===== config.mk =====
export PLATFORM = sky130hd
export DESIGN_NAME = pll_reset_sequencer
export DESIGN_NICKNAME = d
export VERILOG_FILES = /design/src/rtl/pll_reset_sequencer.sv
export SDC_FILE = /design/constraint.sdc
export NUM_CORES = 1
export LEC_CHECK = 0
export CAP_MARGIN = 40
export CELL_PAD_IN_SITES_DETAIL_PLACEMENT = 0
export CELL_PAD_IN_SITES_GLOBAL_PLACEMENT = 1
export CORE_MARGIN = 1
export CORE_UTILIZATION = 25
export CTS_BUF_LIST = sky130_fd_sc_hd__clkbuf_8
export DETAILED_ROUTE_END_ITERATION = 7
export PLACE_DENSITY_LB_ADDON = 0.1
export SETUP_SLACK_MARGIN = 0.5
export SYNTH_ARGS = -nofsm -noshare
export SYNTH_HDL_FRONTEND = slang
export SYNTH_SLANG_ARGS = --single-unit

===== constraint.sdc =====
create_clock -name clock -period 5.72 [get_ports clock]
set_clock_uncertainty 0.1 [all_clocks]
set_input_delay 1.716 -clock clock [delete_from_list [all_inputs] [get_ports clock]]
set_output_delay 1.716 -clock clock [all_outputs]
set_load 0.01 [all_outputs]

===== src/rtl/pll_reset_sequencer.sv =====
// pll_reset_sequencer: PLL reset pulse, lock timeout/retry, lock filtering and design reset release.
module pll_reset_sequencer #(
    parameter int LOCK_FILTER    = 1024,
    parameter int HOLD_CYCLES    = 256,
    parameter int TIMEOUT_CYCLES = 1200000,
    parameter int PLL_RST_CYCLES = 16,
    parameter int MAX_RETRIES    = 7
) (
    input  logic       clock,
    input  logic       reset_n,
    input  logic       pll_lock,
    output logic       pll_resetb,
    output logic       reset_out,
    output logic       ready,
    output logic       fail,
    output logic [2:0] retries
);
    localparam int MAX_A = LOCK_FILTER > HOLD_CYCLES ? LOCK_FILTER : HOLD_CYCLES;
    localparam int MAX_B = TIMEOUT_CYCLES > PLL_RST_CYCLES ? TIMEOUT_CYCLES : PLL_RST_CYCLES;
    localparam int MAX_P = MAX_A > MAX_B ? MAX_A : MAX_B;
    localparam int CW = $clog2(MAX_P) + 1;
    localparam logic [CW-1:0] PRC_END = CW'(PLL_RST_CYCLES - 1);
    localparam logic [CW-1:0] TO_END  = CW'(TIMEOUT_CYCLES - 1);
    localparam logic [CW-1:0] LF_END  = CW'(LOCK_FILTER - 1);
    localparam logic [CW-1:0] HC_END  = CW'(HOLD_CYCLES - 1);
    localparam logic [2:0]    MAX_R   = 3'(MAX_RETRIES);
    typedef enum logic [2:0] {PLL_RST, WAIT_LOCK, FILTER, HOLD, RUN, FAIL} state_t;
    state_t state, nxt;
    logic [CW-1:0] cnt;
    logic lock_m, lock_s, inc_retry;
    always_ff @(posedge clock or negedge reset_n) begin
        if (!reset_n) begin
            lock_m <= 1'b0;
            lock_s <= 1'b0;
        end else begin
            lock_m <= pll_lock;
            lock_s <= lock_m;
        end
    end
    always_comb begin
        nxt = state;
        inc_retry = 1'b0;
        case (state)
            PLL_RST:   nxt = cnt == PRC_END ? WAIT_LOCK : PLL_RST;
            WAIT_LOCK: begin
                // lock has priority over a coincident timeout
                if (lock_s) nxt = FILTER;
                else if (cnt == TO_END) begin
                    nxt = retries >= MAX_R ? FAIL : PLL_RST;
                    inc_retry = retries < MAX_R;
                end
            end
            FILTER:    nxt = !lock_s ? WAIT_LOCK : cnt == LF_END ? HOLD : FILTER;
            HOLD:      nxt = !lock_s ? WAIT_LOCK : cnt == HC_END ? RUN : HOLD;
            RUN:       nxt = lock_s ? RUN : WAIT_LOCK;
            FAIL:      nxt = FAIL;
            default:   nxt = PLL_RST;
        endcase
    end
    always_ff @(posedge clock or negedge reset_n) begin
        if (!reset_n) begin
            state      <= PLL_RST;
            cnt        <= '0;
            retries    <= 3'd0;
            pll_resetb <= 1'b0;
            reset_out  <= 1'b1;
            ready      <= 1'b0;
            fail       <= 1'b0;
        end else begin
            state      <= nxt;
            cnt        <= nxt != state ? '0 : cnt + CW'(1);
            retries    <= (nxt == RUN && state != RUN) ? 3'd0 : inc_retry ? retries + 3'd1 : retries;
            pll_resetb <= !(nxt == PLL_RST || nxt == FAIL);
            reset_out  <= nxt != RUN;
            ready      <= nxt == RUN;
            fail       <= nxt == FAIL;
        end
    end
endmodule


After elaboration in Yosys (flattened, before gate mapping) --
Cells that the tools add are included.
Storage, ports and cells: logic and storage cells 49, flip-flop bits (word level) 34
Cells by class: equality and inequality tests 14, reductions and logical operators 6, mux-type cells 16, $lt $le $gt $ge 2, $add $sub $neg 2
Operators with widths (number):
- $mux W3 | 8
- $add A22 B1 Y22 const B | 1
- $eq A22 B10 Y1 const B | 1
- $eq A22 B21 Y1 const B | 1
- $eq A22 B4 Y1 const B | 1
- $eq A22 B8 Y1 const B | 1
- $mux W22 | 1
- $pmux W3 S6 | 1
- $eq A3 B3 Y1 const B | 4
- $eq A3 B2 Y1 const B | 2
- $logic_not A3 Y1 | 2
- $ne A3 B3 Y1 const B | 2
- $mux W1 | 5
- $add A3 B1 Y3 const B | 1
- $eq A3 B1 Y1 const B | 1
- $ge A3 B3 Y1 const B | 1
- $lt A3 B3 Y1 const B | 1
- $ne A3 B3 Y1 | 1
- $mux W2 | 1
- $reduce_bool A2 Y1 | 1
- $logic_and A1 B1 Y1 | 1
- $logic_not A1 Y1 | 1
- $logic_or A1 B1 Y1 | 1

Depth between registers and ports, before layout --
depth in word-level cells 8, depth in mapped cells 9, depth with buffers taken out 8

Least setup slack after synthesis --
Ideal clock, no wire load.
path kind register -> register, from register cnt[16], to register cnt[8], buffers on the path 1, setup slack 3.271 ns, data arrival time 2.233 ns, stages on the path, launching flop included 8, cell sequence dfrtp_1 > or4_4 > or4_4 > o41ai_2 > a22oi_2 > buf_2 > nand2_1 > nor2_1
On the way: longest elaborated chain between the ends 6, elaborated cells on any way between the ends 14
Ends and longest elaborated chain:
- start: declaration | line 29 | logic [CW-1:0] cnt;
- start signal: assignment | line 71 | cnt <= nxt != state ? '0 : cnt + CW'(1);
- $eq A22 B8 Y1, or another cell as far along | line 54 | HOLD: nxt = !lock_s ? WAIT_LOCK : cnt == HC_END ? RUN : HOLD;
- $mux W3, or another cell as far along (2 in series) | line 54
- $pmux W3 S6 (*) | line 43 | case (state)
- $ne A3 B3 Y1 (*) | line 71
- $mux W22 (*) | line 71
Mark *: on every way between the ends. The rest lies on a longest branch, timed or not. A chain may end at the register's enable or synchronous reset.

Final worst setup path --
from register reset_out, to output reset_out
RTL lines:
- start: declaration | line 13 | output logic reset_out,
- start signal: assignment | line 66 | reset_out <= 1'b1;
- start signal: assignment | line 74 | reset_out <= nxt != RUN;
No word-level cell between the ends.

==> impl_metrics.tcl <==
set metrics [dict create \
    arrival_ns 1.33 \
    worst_hold_path.endpoint "lock_s$_DFF_PN0_" \
    vias 1381 \
    grt_pass1_wl_um 7090 \
    async_flop_share_pct 100 \
    yosysUniqueCellTypes 39 \
    die_y_um 87.7 \
    yosysMostFrequentCell "nor2_1" \
    clkTransAtPathRegs_ns 0.07 \
    setup_viol 0 \
    pre_cts_ws_ns 2.79 \
    use_met2_pct 18.9 \
    worstPathRequired_ns 3.90 \
    ios 10 \
    die_x_um 87.7 \
    max_freq_ghz 0.318 \
    syn_area_um2 1840 \
    p_leak_nw 0.881 \
    wl_um 4090 \
    p_comb_share_pct 25.9 \
    drtIter0Drc 99 \
    holdWs_ns 0.253 \
    cts_setup_buffers 0 \
    grt.busiest_layer "met2" \
    cp_top_family "buffers and inverters" \
    irDropWorstVdd_v 0.000142 \
    placed_area_um2 2030 \
    whs_path_depth 0 \
    synth_edf_count 0 \
    reg2reg_depth 6 \
    synth-main-ff-cell "dfrtp_1" \
    synth_area_leaders "dfrtp_1 (45%), nor2_1 (8.2%), xnor2_1 (7.2%)" \
    outcome "completed" \
    dp.cells 300 \
    synth-seq-cells 34 \
    cp_cell_sequence "clkdlybuf4s50_1" \
    p_int_mw 0.411 \
    switching_share_pct 35.8 \
    slowest_stage "clkdlybuf4s50_1" \
    seqPwrFrac_pct 47.1 \
    grt_usage_pct 12.2 \
    critical_path_peak_fanout 1 \
    drc_errors 0 \
    use_met3_pct 3.11 \
    cts_tree "yes" \
    drt_first_pass_iters 4 \
    register_area_um2 852 \
    p_per_area_nw_per_um2 303 \
    start_util_pct 26.5 \
    drv_cap 0 \
    cts_sinks 34 \
    total_power_mw 0.640 \
    slew_headroom_pct 54.5 \
    synth_area_per_cell_um2 9.28 \
    fin_crit_ns 3.14 \
    cts_resized 0 \
    crit_path_end_kind "output pin" \
    vias_per_cell 4.48 \
    cpPeakStageDelay_ns 0.53 \
    synth_top_area_share_pct 45.0 \
    synth_common_cells "nor2_1 (40), dfrtp_1 (33), nand2_1 (31)" \
    htree_levels 2 \
    r2r_start "cnt[16]$_DFF_PN0_" \
    start_kind "flip-flop" \
    slew_violations 0 \
    grt_use_met1_pct 16.8 \
    fill_cells 736 \
    switching_power_mw 0.229 \
    area_growth_pct 15.1 \
    p_clk_share_pct 27.1 \
    hold_class "flip-flop to flip-flop" \
    fin_nets 217 \
    rrSetupSlack_ns 2.81 \
    worst_slack_ns 2.58 \
    routabilityCongestion 0.764 \
    hold_violations 0 \
    syn_inst 198 \
    finalSetupTns_ns 0 \
    dp_hpwl_um 2820 \
    multi_input_area_um2 930 \
    coreArea_um2 6940 \
    grt_pass1_vias 1402 \
    period_share_pct 54.9 \
    grt_max_degree 35 \
    final_layout_size_suffix_gt1_share_pct 11.3 \
    cts_buffer_depth 2 \
    finalInstanceArea_um2 2110 \
    rsz0062_at_grt "false" \
    path_class "flip-flop to output pin" \
    worstSkewPairLatency_ns 0.29 \
    r2r-end "cnt[0]$_DFF_PN0_" \
    yosysTopAreaCell "dfrtp_1" \
    fin_util_pct 30.4 \
    grt_overflow 0 \
    fin_cells 308 \
    port_buffers 9 \
    hold_path_startpoint "lock_m$_DFF_PN0_" \
    ant_nets 0 \
    worst_slew_pin_slew_ns 0.683 \
    wl_per_cell_um 13.3 \
    syn_nets 204 \
    cts_hold_buf 0 \
    num_rows 30 \
    cts_inserted_buffers 5 \
    antenna_cells 0 \
    timing.critical_path.buf_inv 1 \
    root_buffer "clkbuf_8" \
    synth-seq-area-share_pct 46.4 \
    yosys_warnings 0 \
    dieArea_um2 7690 \
    antenna_found_initial 0 \
]
==> worst max path at each step <==
stage	start	endpoint	slack (ns)	cells after the start
detailed placement	cnt[16]$_DFF_PN0_	cnt[20]$_DFF_PN0_	2.79	6
CTS	reset_out$_DFF_PN1_	reset_out	2.56	1
global route	retries[0]$_DFFE_PN0P_	retries[0]	2.53	1
finish	reset_out$_DFF_PN1_	reset_out	2.58	1
floorplan	cnt[16]$_DFF_PN0_	cnt[8]$_DFF_PN0_	3.27	7
global placement	reset_out$_DFF_PN1_	reset_out	2.89	1
==> power by group through the flow <==
| stage | logic (mW) | clock network, mW | registers, mW |
|---|---|---|---|
| 3_3_place_gp | 0.166 | 0 | 0.304 |
| 4_1_cts | 0.170 | 0.180 | 0.300 |
| 6_report | 0.165 | 0.173 | 0.301 |
| 5_1_grt | 0.189 | 0.193 | 0.306 |
| 2_1_floorplan | 0.147 | 0 | 0.289 |
| 3_5_place_dp | 0.170 | 0 | 0.304 |
==> cell families after synthesis <==
group | after synthesis | synth area share, %
XOR/XNOR | 21 | 10.4
adder cells (fa/ha/maj) | 3 | 2.04
buffers and inverters | 12 | 3.00
flip-flops | 34 | 46.4
AND/OR/NAND/NOR | 110 | 30.0
AO/OA/AOI/OAI | 18 | 8.11
==> sequential cells by signal (all words and copies together) (netlist names) <==
register	cells
ready	1
retries	3
pll_resetb	1
cnt	22
lock_s	1
state	3
fail	1
reset_out	1
lock_m	1
==> layer usage <==
| layer | share of wire, % | vias to the layer above | routed length (um) |
|---|---|---|---|
| met5 | 0 | - | 0 |
| met4 | 1.3 | 0 | 55 |
| met3 | 2.5 | 5 | 102 |
| met2 | 45 | 15 | 1850 |
| met1 | 51 | 665 | 2090 |
| li1 | - | 696 | - |
==> area by class of cell <==
cell class / instances / share of cell area, %
multi-input combinational: 152 / 44.0
sequential: 34 / 40.3
tap: 96 / 5.68
timing repair buffer: 11 / 4.85
clock buffer: 5 / 3.26
inverter: 7 / 1.24
clock inverter: 3 / 0.651
==> layout by cell type, fill, tap and decap left out, types with 3 or more instances in the layout <==
cell type,n
nor2_1,40
dfrtp_1,33
nand2_1,31
xnor2_1,15
nand3_1,10
clkdlybuf4s50_1,9
inv_1,8
o21ai_0,6
xor2_1,5
clkbuf_8,5
nor4_1,4
nand4_1,4
or4_1,3
nor2b_1,3
nor3_1,3
ha_1,3
(Power assumes the default switching activity.)
